<file path="src/rtl/multicycle_ctrl.sv">
// Multicycle FETCH/DECODE/EXEC/MEM/WB control sequencer for the RISC-V datapath.
// Optional: define CTRL_ILLEGAL_TRAP_EN to halt on an illegal instruction instead of treating it as a NOP.
module multicycle_ctrl #(
    parameter int CNT_W = 32
) (
    input  logic             clk,
    input  logic             rst,
    input  logic [6:0]       opcode,
    input  logic [2:0]       funct3,
    input  logic [6:0]       funct7,
    input  logic             mem_ready,
    output logic             pc_write,
    output logic             ir_write,
    output logic             reg_write,
    output logic             mem2reg,
    output logic             alu_src,
    output logic             mem_write,
    output logic             mem_read,
    output logic [3:0]       alu_cc,
    output logic             illegal,
    output logic [CNT_W-1:0] instr_count
);

    localparam logic [6:0] OP_R  = 7'b0110011;
    localparam logic [6:0] OP_I  = 7'b0010011;
    localparam logic [6:0] OP_LW = 7'b0000011;
    localparam logic [6:0] OP_SW = 7'b0100011;

    localparam logic [3:0] CC_ADD = 4'b0010;
    localparam logic [3:0] CC_SUB = 4'b0110;
    localparam logic [3:0] CC_XOR = 4'b1100;
    localparam logic [3:0] CC_OR  = 4'b0001;
    localparam logic [3:0] CC_AND = 4'b0000;
    localparam logic [3:0] CC_SLT = 4'b0111;

    typedef enum logic [2:0] {
        S_FETCH,
        S_DECODE,
        S_EXEC,
        S_MEM,
        S_WB,
        S_HALT
    } state_t;

    state_t           state_q, state_d;
    logic [6:0]       op_q, op_d;
    logic [2:0]       f3_q, f3_d;
    logic [6:0]       f7_q, f7_d;
    logic             illegal_q, illegal_d;
    logic [CNT_W-1:0] count_q, count_d;

    // Returns {legal, alu_cc} for one set of instruction fields.
    function automatic logic [4:0] decode_fields(input logic [6:0] op,
                                                 input logic [2:0] f3,
                                                 input logic [6:0] f7);
        logic       legal;
        logic [3:0] cc;
        legal = 1'b1;
        cc    = CC_ADD;
        case (op)
            OP_R, OP_I: begin
                case (f3)
                    3'b000: begin
                        if (op == OP_I || f7 == 7'b0000000) cc = CC_ADD;
                        else if (f7 == 7'b0100000)          cc = CC_SUB;
                        else                                legal = 1'b0;
                    end
                    3'b100:  cc = CC_XOR;
                    3'b110:  cc = CC_OR;
                    3'b111:  cc = CC_AND;
                    3'b010:  cc = CC_SLT;
                    default: legal = 1'b0;
                endcase
            end
            OP_LW, OP_SW: cc = CC_ADD;
            default:      legal = 1'b0;
        endcase
        return {legal, cc};
    endfunction

    logic [4:0] dec_in;
    logic [4:0] dec_held;
    logic       op_is_mem;
    logic       op_uses_imm;

    always_comb begin
        dec_in      = decode_fields(opcode, funct3, funct7);
        dec_held    = decode_fields(op_q, f3_q, f7_q);
        op_is_mem   = (op_q == OP_LW) || (op_q == OP_SW);
        op_uses_imm = op_is_mem || (op_q == OP_I);
    end

    always_comb begin
        state_d   = state_q;
        op_d      = op_q;
        f3_d      = f3_q;
        f7_d      = f7_q;
        illegal_d = illegal_q;
        count_d   = count_q;
        case (state_q)
            S_FETCH: begin
                if (mem_ready) state_d = S_DECODE;
            end
            S_DECODE: begin
                op_d = opcode;
                f3_d = funct3;
                f7_d = funct7;
                if (dec_in[4]) begin
                    state_d = S_EXEC;
                end else begin
                    illegal_d = 1'b1;
`ifdef CTRL_ILLEGAL_TRAP_EN
                    state_d   = S_HALT;
`else
                    state_d   = S_FETCH;
                    count_d   = count_q + CNT_W'(1);
`endif
                end
            end
            S_EXEC: begin
                state_d = op_is_mem ? S_MEM : S_WB;
            end
            S_MEM: begin
                if (mem_ready) begin
                    if (op_q == OP_LW) begin
                        state_d = S_WB;
                    end else begin
                        state_d = S_FETCH;
                        count_d = count_q + CNT_W'(1);
                    end
                end
            end
            S_WB: begin
                state_d = S_FETCH;
                count_d = count_q + CNT_W'(1);
            end
            S_HALT:  state_d = S_HALT;
            default: state_d = S_FETCH;
        endcase
    end

    always_ff @(posedge clk) begin
        if (!rst) begin
            state_q   <= S_FETCH;
            op_q      <= '0;
            f3_q      <= '0;
            f7_q      <= '0;
            illegal_q <= 1'b0;
            count_q   <= '0;
        end else begin
            state_q   <= state_d;
            op_q      <= op_d;
            f3_q      <= f3_d;
            f7_q      <= f7_d;
            illegal_q <= illegal_d;
            count_q   <= count_d;
        end
    end

    // Strobes are decoded from the registered state and held fields; only the
    // FETCH handshake looks at mem_ready directly. Everything is zero while in reset.
    always_comb begin
        pc_write    = 1'b0;
        ir_write    = 1'b0;
        reg_write   = 1'b0;
        mem2reg     = 1'b0;
        alu_src     = 1'b0;
        mem_write   = 1'b0;
        mem_read    = 1'b0;
        alu_cc      = 4'b0000;
        illegal     = 1'b0;
        instr_count = '0;
        if (rst) begin
            illegal     = illegal_q;
            instr_count = count_q;
            case (state_q)
                S_FETCH: begin
                    mem_read = 1'b1;
                    pc_write = mem_ready;
                    ir_write = mem_ready;
                end
                S_EXEC: begin
                    alu_cc  = dec_held[3:0];
                    alu_src = op_uses_imm;
                end
                S_MEM: begin
                    alu_cc    = dec_held[3:0];
                    alu_src   = 1'b1;
                    mem_read  = (op_q == OP_LW);
                    mem_write = (op_q == OP_SW);
                end
                S_WB: begin
                    alu_cc    = dec_held[3:0];
                    alu_src   = op_uses_imm;
                    reg_write = 1'b1;
                    mem2reg   = (op_q == OP_LW);
                end
                default: ;
            endcase
        end
    end

endmodule

</file>
<file path="config.mk">
export PLATFORM = sky130hd
export DESIGN_NAME = multicycle_ctrl
export DESIGN_NICKNAME = d
export VERILOG_FILES = /design/src/rtl/multicycle_ctrl.sv
export SDC_FILE = /design/constraint.sdc
export NUM_CORES = 1
export LEC_CHECK = 0
export BUFFER_PORTS_ARGS = -buffer_cell sky130_fd_sc_hd__clkbuf_2
export CAP_MARGIN = 40
export CELL_PAD_IN_SITES_DETAIL_PLACEMENT = 1
export CELL_PAD_IN_SITES_GLOBAL_PLACEMENT = 1
export CORE_MARGIN = 2
export CORE_UTILIZATION = 23
export CTS_BUF_LIST = sky130_fd_sc_hd__clkbuf_16
export DETAILED_ROUTE_END_ITERATION = 7
export PLACE_DENSITY_LB_ADDON = 0.25
export SYNTH_ARGS = -nofsm -noshare
export SYNTH_HDL_FRONTEND = slang
export SYNTH_SLANG_ARGS = --single-unit
export TNS_END_PERCENT = 30
</file>
<file path="constraint.sdc">
create_clock -name clk -period 2.32 [get_ports clk]
set_input_delay 0.232 -clock clk [delete_from_list [all_inputs] [get_ports clk]]
set_output_delay 0.232 -clock clk [all_outputs]
set_load 0.02 [all_outputs]
</file>
* After elaboration in Yosys (flattened, before gate mapping) *
Index checks and enable logic that the tools add are counted.

word-level totals
  register bits after elaboration = 53
  logic and storage cells = 88

operators by class
  $add $sub $neg = 1
  equality and inequality tests = 27
  muxes and demuxes = 34
  bitwise logic cells = 1
  reductions and logical operators = 19

operator list
  operator                                                         count
  32-bit 2-to-1 mux                                                4
  32-bit one-hot mux with 3 select lines                           1
  7-bit by 6-bit == test with 1-bit output, second input constant  6
  32-bit by 1-bit adder with 32-bit output, second input constant  1
  3-bit == test, second input constant                             8
  4-bit one-hot mux with 5 select lines                            1
  3-bit 2-to-1 mux                                                 6
  3-bit one-hot mux with 5 select lines                            1
  7-bit by 2-bit == test with 1-bit output, second input constant  2
  7-bit by 5-bit == test with 1-bit output, second input constant  2
  7-bit zero test                                                  2
  1-bit 2-to-1 mux                                                 13
  3-bit by 2-bit == test with 1-bit output, second input constant  4
  4-bit 2-to-1 mux                                                 3
  3-bit zero test                                                  3
  2-bit != test, second input constant                             4
  1-bit one-hot mux with 2 select lines                            4
  2-bit OR reduction                                               4
  1-bit logical OR                                                 4
  2-bit AND reduction                                              2
  4-bit AND reduction                                              1
  4-bit OR reduction                                               1
  3-bit by 1-bit == test with 1-bit output, second input constant  1
  3-bit nonzero test                                               1
  other kinds (3)                                                  3

* Logic depth before layout (Yosys ltp) *
Gate-level depths: netlist of run 1.

  depth in word-level cells = 7
  mapped depth = 8
  mapped depth without buffers = 6

* Least setup slack after synthesis of run 1 *
Ideal clock, no wire load.

  kind = register to register
  from = reg count_q[3]
  to = reg count_q[21]
  arrival time = 2038 ps
  required time = 2250 ps
  setup slack = 212 ps
  cell stages (with the launch flop) = 6
  clock period less this slack = 2108 ps
  cells stage by stage = dfxtp_1 nand4_2 or4_1 a311o_1 or4_1 a21oi_1

between the ends
  cells in the longest elaborated chain, start to end = 4

RTL lines
  element                                       line           text
  start: declaration                            50             logic [CNT_W-1:0] count_q, count_d;
  start signal: assignment                      156            count_q <= count_d;
  32-bit by 1-bit adder with 32-bit output (*)  116, 129, 135
  32-bit 2-to-1 mux                             125            if (op_q == OP_LW) begin
  32-bit 2-to-1 mux                             124            if (mem_ready) begin
  32-bit one-hot mux with 3 select lines (*)    100            case (state_q)

Mark *: on every way between the ends. The rest lies on a longest branch, timed or not. The select of a mux whose other input is x is not followed.
A chain may end at the register's enable or synchronous reset.

* Worst setup path in the final report of run 1 *
  from = reg count_q[4]
  to = reg count_q[21]

Same word-level chain as after synthesis.

==> key figures, run 1 <==
Run
  – Max-Cap Viols: 0

Synthesis
  – Number of flops mapped to enable cells by yosys: 0
  – FFs w/ async S/R, synth: 0
  – Post-synthesis register bit count: 53
  – Post-synth net total: 395
  – Mapped Cells: 374
  – Synth top area cells: dfxtp_1 (36%), mux2_2 (8.1%), and2_1 (7.3%)
  – Synth area leader: dfxtp_1
  – Top cell type's share of synthesized area: 0.364
  – Synth Area in Compound Gates: 0.121
  – Mapped cell area: 0.00292 mm2
  – Top FF cell, synth: dfxtp_1
  – Main combinational cell family by area after synthesis: simple AND/OR/NAND/NOR gates
  – Synth Area in Adders: 0.00429
  – YS warnings: 0
  – Synth Area in Simple Gates: 0.391
  – XOR/XNOR share of the synthesized area: 0
  – Syn_area_per_cell: 7.79 um2
  – Multiplexer share of the synthesized area: 0.0811
  – Post-synth cell types: 44
  – Seq/Total Area, Yosys: 0.364

Die
  – # IOs: 64
  – Die height: 117 um
  – Starting density of the core: 0.233
  – Rows: 41
  – Die X: 117 um
  – Core Box Area: 0.0125 mm2
  – Die area: 0.0136 mm2

Final layout
  – Area delta synth->final: 27.9%
  – Ant diodes: 0
  – Final core occ: 0.298
  – Final net count: 468
  – Fill cells: 1565
  – Layout cells sized above 1: 0.286

Timing
  – Worst-Margin Slew: 500 ps
  – Fin crit period: 2210 ps
  – Count of final setup violators: 0
  – Post-route clock skew: 5.54 ps
  – Unrepaired setup endpoints after global routing: no
  – Setup ws final: 108 ps
  – Max Clock Freq: 452 MHz
  – Final setup TNS: 0 ps
  – Final Cycle Share: 0.954
  – Fin. max-slew vios: 0
  – Relative slew slack: 0.664
  – Final Hold Fails: 0

Placement
  – GPL Wtd Cong: 0.772
  – Port Buffer Count: 63
  – Post-DP HPWL: 6820 um
  – Setup slack at placement: 89.1 ps

Global route
  – Total gr overflow: 0
  – Vias in the first global route: 3020
  – Total GRT Usage: 0.144
  – Initial antenna violation count: 0
  – First-pass GRT wire length: 15300 um
  – Largest net degree at the start of global routing: 43

Worst setup path
  – CP top delay family: simple AND/OR/NAND/NOR gates
  – Crit-path slowest cell: or4_1
  – R2R depth: 5
  – Required time of the critical path: 2560 ps
  – Crit Path Class: register to register
  – Crit path to: count_q[21]
  – Setup crit start kind: register
  – CP peak stage delay: 610 ps
  – CP Cell Sequence: nand4_2 > or4_1 > a311o_1 > or4_1 > a21oi_1
  – Top cell by count, worst path: or4_1
  – Crit path capture type: register
  – Worst setup path startpoint: count_q[4]
  – Buffers & Inverters on Critical Path: 0
  – Reg-to-reg endpoint: count_q[21]
  – WP depth: 5
  – WP data arrival: 2450 ps
  – Worst-path fanout max: 4
  – Reg2reg setup slack: 110 ps
  – Worst r2r src: count_q[4]

Clock network
  – Worst skew pair latency: 310 ps
  – Clk slew on worst S/H paths: 70 ps
  – CTS tree: built
  – Post-CTS Resized: 0
  – CTS Buffer Depth: 2
  – Total CTS buffers: 5
  – Clk sinks: 53
  – Clk root buf: clkbuf_16
  – # hold bufs at CTS: 0
  – H-tree Lvls: 2
  – Post-CTS Setup Repair Bufs: 0

Power and ir drop
  – Pwr dens: 525 mW/mm2
  – Leakage power: 1.53 nW
  – Total chip power: 0.00196 W
  – Worst vdd ir: 0.000431 V

Drt
  – Vias: 2932
  – Wire per inst: 15.0 um
  – DR iter-0 viols: 157
  – Detailed-route DRC error count: 0
  – Routed vias/inst: 4.73
  – Drt total wl: 9300 um
  – Detailed Routing Iterations Pass 1: 4
  – Post-DRT Antenna Nets: 0

Min path
  – Hold crit path type: primary input to register

Status
  – Status: complete, no violations
[layout make-up]
type                            instances  area (um2)  share of cell area
Clock buffer                            5         125              0.0336
Clock inverter                          3        17.5             0.00470
Inverter                                4        15.0             0.00403
Multi-Input combinational cell        294        1760               0.472
Sequential cell                        53        1060               0.285
Tap cell                              172         215              0.0577
Timing Repair Buffer                   89         536               0.144
[routing by layer]
layer / routed length [um] / track usage / share of wire
met4: 94 / 0.0337 / 0.010
met3: 407 / 0.0374 / 0.044
met1: 4280 / 0.178 / 0.46
met2: 4520 / 0.251 / 0.49
met5: 0 / 0 / 0
[worst reg2reg max path: stages (launching register included)]
cell and delay (ps):
dfxtp_1 380, nand4_2 140, or4_1 610, a311o_1 380
or4_1 470, a21oi_1 160
[placed cells by master (no fill, tap or decap), types with 4 or more instances in the layout]
cell type / instances
nand3_1: 15
and2_1: 34
nor2b_1: 5
nand2b_1: 4
or4_1: 10
mux2_2: 21
nand4_1: 8
o31ai_1: 9
buf_4: 24
clkbuf_2: 63
clkbuf_16: 5
nor4_1: 8
nor2_1: 35
dfxtp_1: 53
and3_1: 7
nor3_1: 16
a21oi_1: 31
nand2_1: 52
o21ai_0: 5
[power breakdown]
part           leakage, nW  internal [W]  total [W]  switching [W]
clock               0.0696      0.000398   0.000780       0.000382
sequential           0.429      0.000932   0.000949      0.0000170
combinational         1.03     0.0000858   0.000229       0.000143
total                 1.53       0.00142    0.00196       0.000542
[cell families (layout without fill, tap and decap cells)]
group	Yosys count	count (layout)
AND/OR/NAND/NOR	214	214
adder cells (fa/ha/maj)	1	1
multiplexers	21	21
AO/OA/AOI/OAI	58	58
flip-flops	53	53
buffers and inverters	27	101
[stage by stage]
step	cell area (um2)	std cells	hold WS (ps)
floorplan	2920	374	368
global placement	3580	612	442
detailed placement	3580	612	455
CTS	3730	620	137
global route	3730	620	163
finish	3730	620	150
[flip-flops by register name, indices dropped and copies added, names as in the netlist]
| name | flops |
|---|---|
| count_q | 32 |
| f3_q | 3 |
| f7_q | 7 |
| illegal_q | 1 |
| op_q | 7 |
| state_q | 3 |
[worst min-delay path by stage]
stage                     startpoint  endpoint  slack [ps]  cells after the start
after floorplan            funct7[5]   f7_q[5]         370                      2
after global placement       op_q[6]   op_q[6]         440                      2
after detailed placement     f7_q[6]   f7_q[6]         450                      2
after CTS                  funct7[6]   f7_q[6]         140                      3
after global routing       opcode[2]   op_q[2]         160                      3
final                      funct7[6]   f7_q[6]         150                      3
[cells in the mapped netlist (all sizes together), types with 3 or more instances]
library cell	n
nor4	9
and2	34
inv	4
nor2	35
or3	3
o211a	3
nand4	9
nand3	15
nand2	52
o31ai	9
buf	7
nand2b	4
nor4b	3
and3	7
nor3b	4
dfxtp	53
clkbuf	16
nor2b	5
a21oi	31
or4	10
mux2	21
o21ai	5
nor3	16
No activity file was read; power rests on OpenSTA's default activity.
==> inputs of run 2 (changes only) <==
Settings changed: BUFFER_PORTS_ARGS -buffer_cell sky130_fd_sc_hd__clkbuf_2 to not set, DONT_BUFFER_PORTS set to 1.
==> run 2 against run 1 <==
Power down 3.1%. Hold slack worse by 97 ps. Flip-flop and latch count unchanged. Critical path type unchanged. Largest power group unchanged.
==> key figures, run 2 (same netlist as run 1, synthesis figures left out) <==
Status
  – Status: complete, no violations

Worst setup path
  – WP data arrival: 2390 ps
  – Crit path to: count_q[21]
  – Worst r2r src: count_q[4]
  – Crit Path Class: register to register
  – Worst setup path startpoint: count_q[4]
  – Required time of the critical path: 2560 ps
  – Worst-path fanout max: 5
  – Reg-to-reg endpoint: count_q[21]
  – Reg2reg setup slack: 170 ps
  – Crit path capture type: register
  – R2R depth: 5
  – Setup crit start kind: register

Clock network
  – Clk root buf: clkbuf_16
  – Total CTS buffers: 5
  – Clk slew on worst S/H paths: 70 ps
  – Clk sinks: 53
  – Worst skew pair latency: 310 ps
  – CTS tree: built
  – # hold bufs at CTS: 0
  – CTS Buffer Depth: 2
  – H-tree Lvls: 2

Timing
  – Relative slew slack: 0.623
  – Final setup TNS: 0 ps
  – Worst-Margin Slew: 561 ps
  – Final Hold Fails: 0
  – Post-route clock skew: 9.75 ps
  – Max Clock Freq: 465 MHz
  – Fin. max-slew vios: 0
  – Count of final setup violators: 0
  – Final Cycle Share: 0.928
  – Unrepaired setup endpoints after global routing: no
  – Fin crit period: 2150 ps

Final layout
  – Area delta synth->final: 17.2%
  – Top reg by flops: count_q
  – Largest registers: count_q (32), f7_q (7), op_q (7)
  – Final std cells w/o fill: 559
  – Final net count: 407
  – Number of flip-flops under the largest register name: 32
  – Ant diodes: 0
  – Most frequent cells in the layout: nand2_1 (52), dfxtp_1 (51), nor2_1 (35)
  – Layout cells sized above 1: 0.181
  – Most common cell after layout, fill and taps aside: nand2_1
  – Post-route cell area: 0.00342 mm2

Drt
  – Drt total wl: 9020 um
  – Detailed Routing Iterations Pass 1: 4
  – DR iter-0 viols: 123
  – Wire per inst: 16.1 um
  – Vias: 2734
  – Post-DRT Antenna Nets: 0
  – Routed vias/inst: 4.89
  – Detailed-route DRC error count: 0

Min path
  – Hold crit path type: primary input to register

Global route
  – First-pass GRT wire length: 14700 um
  – Total gr overflow: 0
  – Vias in the first global route: 2808
  – Total GRT Usage: 0.141
  – Initial antenna violation count: 0
  – Largest net degree at the start of global routing: 35

Die
  – Die area: 0.0136 mm2
  – Starting density of the core: 0.233
  – Die X: 117 um
  – Core Box Area: 0.0125 mm2
  – # IOs: 64
  – Die height: 117 um
  – Rows: 41

Placement
  – Cell count after placement: 550
  – GPL Wtd Cong: 0.761
  – Post-DP HPWL: 6680 um
  – Port Buffer Count: 0
  – Post-DP Area: 0.00325 mm2

Power and ir drop
  – Leakage power: 1.25 nW
  – Total chip power: 0.00190 W
  – Worst vdd ir: 0.000241 V
  – Pwr dens: 555 mW/mm2

Run
  – Max-Cap Viols: 0
-- run 2: cell count changes in the layout (fill, tap and decap cells not counted), moves of 2 or more --
cell	previous run	this run
clkbuf_2	63	0
buf_4	24	28
buf_12	2	0
clkinv_2	2	0
dfxtp_1	53	51
dfxtp_2	0	2
-- run 2: metrics by stage --
stage / hold WS, ps / setup WS [ps] / utilization
finish: 52.9 / 168 / 0.273
global route: 52.8 / 17.5 / 0.273
CTS: 46.4 / 39.8 / 0.271
detailed placement: 377 / 43.8 / 0.260
global placement: 371 / 80.7 / 0.260
floorplan: 368 / 212 / -
-- run 2: worst min path at each step --
stage	start	to	slack (ps)	cells past startpoint
2_1_floorplan	funct7[5]	f7_q[5]	370	2
3_3_place_gp	funct3[1]	f3_q[1]	370	2
3_5_place_dp	funct7[3]	f7_q[3]	380	2
4_1_cts	funct7[3]	f7_q[3]	50	2
5_1_grt	funct7[3]	f7_q[3]	50	2
6_report	funct7[3]	f7_q[3]	50	2
-- run 2: cell type report --
cell class | count | area (um2)
multi-input combinational | 294 | 1770
clock buffer | 5 | 125
fill | 1539 | 9100
timing repair buffer | 28 | 210
clock inverter | 3 | 18.8
inverter | 4 | 15.0
sequential | 53 | 1060
tap | 172 | 215
-- run 2: per-layer routing --
layer / vias to the layer above / track usage / routed length, um / share of wire
li1: 1347 / - / - / -
met1: 1328 / 0.167 / 3950 / 0.44
met2: 51 / 0.242 / 4350 / 0.48
met3: 8 / 0.0415 / 562 / 0.062
met4: 0 / 0.0518 / 146 / 0.016
met5: - / 0 / 0 / 0
-- run 2: what timing repair did --
item                                    CTS  global route
setup buffers                             0             1
gates resized for setup                   0             4
endpoints found under the setup margin    0             4
-- run 2: worst max-delay path, cell delays in order (launching register included) --
cell	delay, ps
dfxtp_1	390
nand4_2	130
or4_4	570
a311o_1	350
or4_1	490
a21oi_1	140
-- run 2: report_power, final --
group / leakage [nW] / total, W / internal, W / switching, W
registers: 0.430 / 0.000950 / 0.000932 / 0.0000175
clock network: 0.0672 / 0.000760 / 0.000397 / 0.000363
logic: 0.750 / 0.000187 / 0.0000658 / 0.000121
==> inputs of run 3 (changes only) <==
Settings changed: ABC_AREA set to 1.
==> run 3 against run 2 <==
Sequential share of layout area fell by 2.6 points. Design area increased by 8.8%. Synthesized cell count increased by 51%. Largest power group unchanged. Maximum frequency is 2.4% higher. Largest cell class unchanged. Flip-flop and latch count did not move. Combinational power down 9%. Count of clock-buffer cells in the layout unchanged. Sequential power rose by 0.9%. First-iteration DRC count up 18%.
==> key figures, run 3 <==
Status
  – Status: complete, no violations

Clock network
  – H-tree Lvls: 2
  – CTS Buffer Depth: 2
  – Post-CTS Setup Repair Bufs: 0
  – Clk root buf: clkbuf_16
  – Total CTS buffers: 5
  – Worst skew pair latency: 310 ps
  – Post-CTS Resized: 0
  – Clk slew on worst S/H paths: 80 ps
  – Clk sinks: 53
  – # hold bufs at CTS: 0
  – CTS tree: built

Global route
  – Initial antenna violation count: 0
  – Total gr overflow: 0
  – Vias in the first global route: 3568
  – Largest net degree at the start of global routing: 49
  – First-pass GRT wire length: 17900 um
  – Total GRT Usage: 0.139

Synthesis
  – Post-synth cell types: 30
  – Number of flops mapped to enable cells by yosys: 0
  – Most frequent cell after synthesis: nand2_1
  – Top FF cell, synth: dfxtp_1
  – Syn_area_per_cell: 6.01 um2
  – YS warnings: 0
  – Synth area leader: dfxtp_1
  – Synth top area cells: dfxtp_1 (31%), nand2_1 (23%), a21oi_1 (7.4%)
  – Mapped cell area: 0.00338 mm2
  – Synth top cells by count: nand2_1 (204), nor2_1 (64), inv_1 (57)
  – Top cell type's share of synthesized area: 0.314
  – Seq/Total Area, Yosys: 0.314
  – Post-synthesis register bit count: 53
  – Post-synth net total: 584
  – Mapped Cells: 563
  – FFs w/ async S/R, synth: 0

Timing
  – Post-route clock skew: 10.2 ps
  – Final Hold Fails: 0
  – Unrepaired setup endpoints after global routing: no
  – Relative slew slack: 0.548
  – Final Hold Slack: 57.8 ps
  – Worst-Margin Slew: 677 ps
  – Final Cycle Share: 0.906
  – Fin crit period: 2100 ps
  – Final setup TNS: 0 ps
  – Fin. max-slew vios: 0
  – Count of final setup violators: 0
  – Max Clock Freq: 476 MHz

Power and ir drop
  – Leakage power: 1.55 nW
  – Internal Pwr Total: 0.00140 W
  – Sequential power share: 0.493
  – Pwr dens: 523 mW/mm2
  – Clk pwr share: 0.419
  – Switching power: 0.000543 W
  – Worst vdd ir: 0.000432 V
  – Sw Share: 0.279
  – Logic pwr share: 0.088

Drt
  – Vias: 3486
  – Drt total wl: 10700 um
  – Detailed-route DRC error count: 0
  – Wire per inst: 14.4 um
  – Routed vias/inst: 4.70
  – DR iter-0 viols: 145
  – Post-DRT Antenna Nets: 0
  – Detailed Routing Iterations Pass 1: 4

Worst setup path
  – Crit Path Class: register to output pin
  – Worst-path fanout max: 6
  – Worst r2r src: state_q[0]
  – Crit path capture type: output pin
  – CP peak stage delay: 390 ps
  – Setup crit start kind: register
  – CP Cell Sequence: nor2_1 > nand3_1 > nor3_4 > inv_1 > a21oi_1
  – Worst setup path startpoint: op_q[2]
  – WP data arrival: 1870 ps
  – Required time of the critical path: 2090 ps
  – Crit-path slowest cell: a21oi_1

Placement
  – GPL Wtd Cong: 0.831
  – Port Buffer Count: 0
  – Post-DP HPWL: 7990 um
  – Cell count after placement: 734
  – Post-DP Area: 0.00356 mm2

Die
  – Die area: 0.0157 mm2
  – Rows: 44
  – Core Box Area: 0.0144 mm2
  – Starting density of the core: 0.234
  – Die height: 125 um
  – Die X: 125 um
  – # IOs: 64

Final layout
  – Final net count: 578
  – Most frequent cells in the layout: nand2_1 (204), nor2_1 (64), inv_1 (57)
  – Post-route cell area: 0.00372 mm2
  – Largest registers: count_q (32), f7_q (7), op_q (7)
  – Layout cells sized above 1: 0.0591
  – Area delta synth->final: 9.88%
  – Ant diodes: 0
  – Final core occ: 0.258
  – Number of flip-flops under the largest register name: 32
  – Final std cells w/o fill: 742
  – Top reg by flops: count_q
  – Most common cell after layout, fill and taps aside: nand2_1

Min path
  – Hold crit path type: primary input to register
  – HP Start: funct7[1]

Run
  – Max-Cap Viols: 0
## run 3: cell types whose count changed after synthesis, sizes merged, moves of 11 or more
cell,before,now
a21oi,31,50
mux2,21,0
nor2,35,68
nand2,52,208
nand3,15,42
nor3,16,5
inv,4,61
nand3b,1,16
and2,34,0
## run 3: critical path, delay by kind of cell, from the launching register on
kind / cells / cell delay, ps
and+or+nand+nor: 3 / 750
AOI/OAI and AO/OA: 1 / 390
DFF: 1 / 320
buffers and inverters: 1 / 100
## run 3: power by group through the flow
stage / combinational (W) / sequential [W] / clock, W
after floorplan: 0.000156 / 0.000975 / 0
after global placement: 0.000169 / 0.000980 / 0
after detailed placement: 0.000174 / 0.000981 / 0
after CTS: 0.000174 / 0.000959 / 0.000844
after global routing: 0.000194 / 0.000964 / 0.000882
final: 0.000171 / 0.000959 / 0.000814
## run 3: cells by family (layout without fill, tap and decap cells)
logic type	Yosys count	count (layout)	share of synthesized area
AOI/OAI and AO/OA	64	64	0.0969
xor gates and xnor gates	14	14	0.0363
adders and majority gates	1	1	0.00370
buffers and inverters	84	79	0.105
DFF	53	53	0.314
and+or+nand+nor	347	347	0.445
## run 3: cell type report
class | instances | area, um2
Timing Repair Buffer | 10 | 75.1
Clock buffer | 5 | 125
Inverter | 61 | 229
Multi-Input combinational cell | 426 | 1970
Clock inverter | 3 | 28.8
Tap cell | 184 | 230
Sequential cell | 53 | 1060
Fill cell | 1872 | 10700
## run 3: final timing paths
| check | endpoint | slack (ps) | cells past startpoint |
|---|---|---|---|
| worst max register to register | count_q[1] | 360 | 10 |
| worst min register to register | illegal_q | 460 | 2 |
| worst max-delay path | mem_read | 220 | 5 |
| worst min-delay path | f7_q[1] | 60 | 2 |
## run 3: metrics by stage
step           total power [W]  worst slack, ps
2_1_floorplan          0.00113              730
5_1_grt                0.00204             66.7
6_report               0.00194              219
3_5_place_dp           0.00115              353
4_1_cts                0.00198              164
3_3_place_gp           0.00115              441
## run 3: routing by layer
layer,global-route usage,vias up,wire length [um]
met5,0,-,0
met4,0.0294,0,61
met3,0.0389,2,480
met2,0.246,62,5210
met1,0.169,1660,4960
li1,-,1762,-
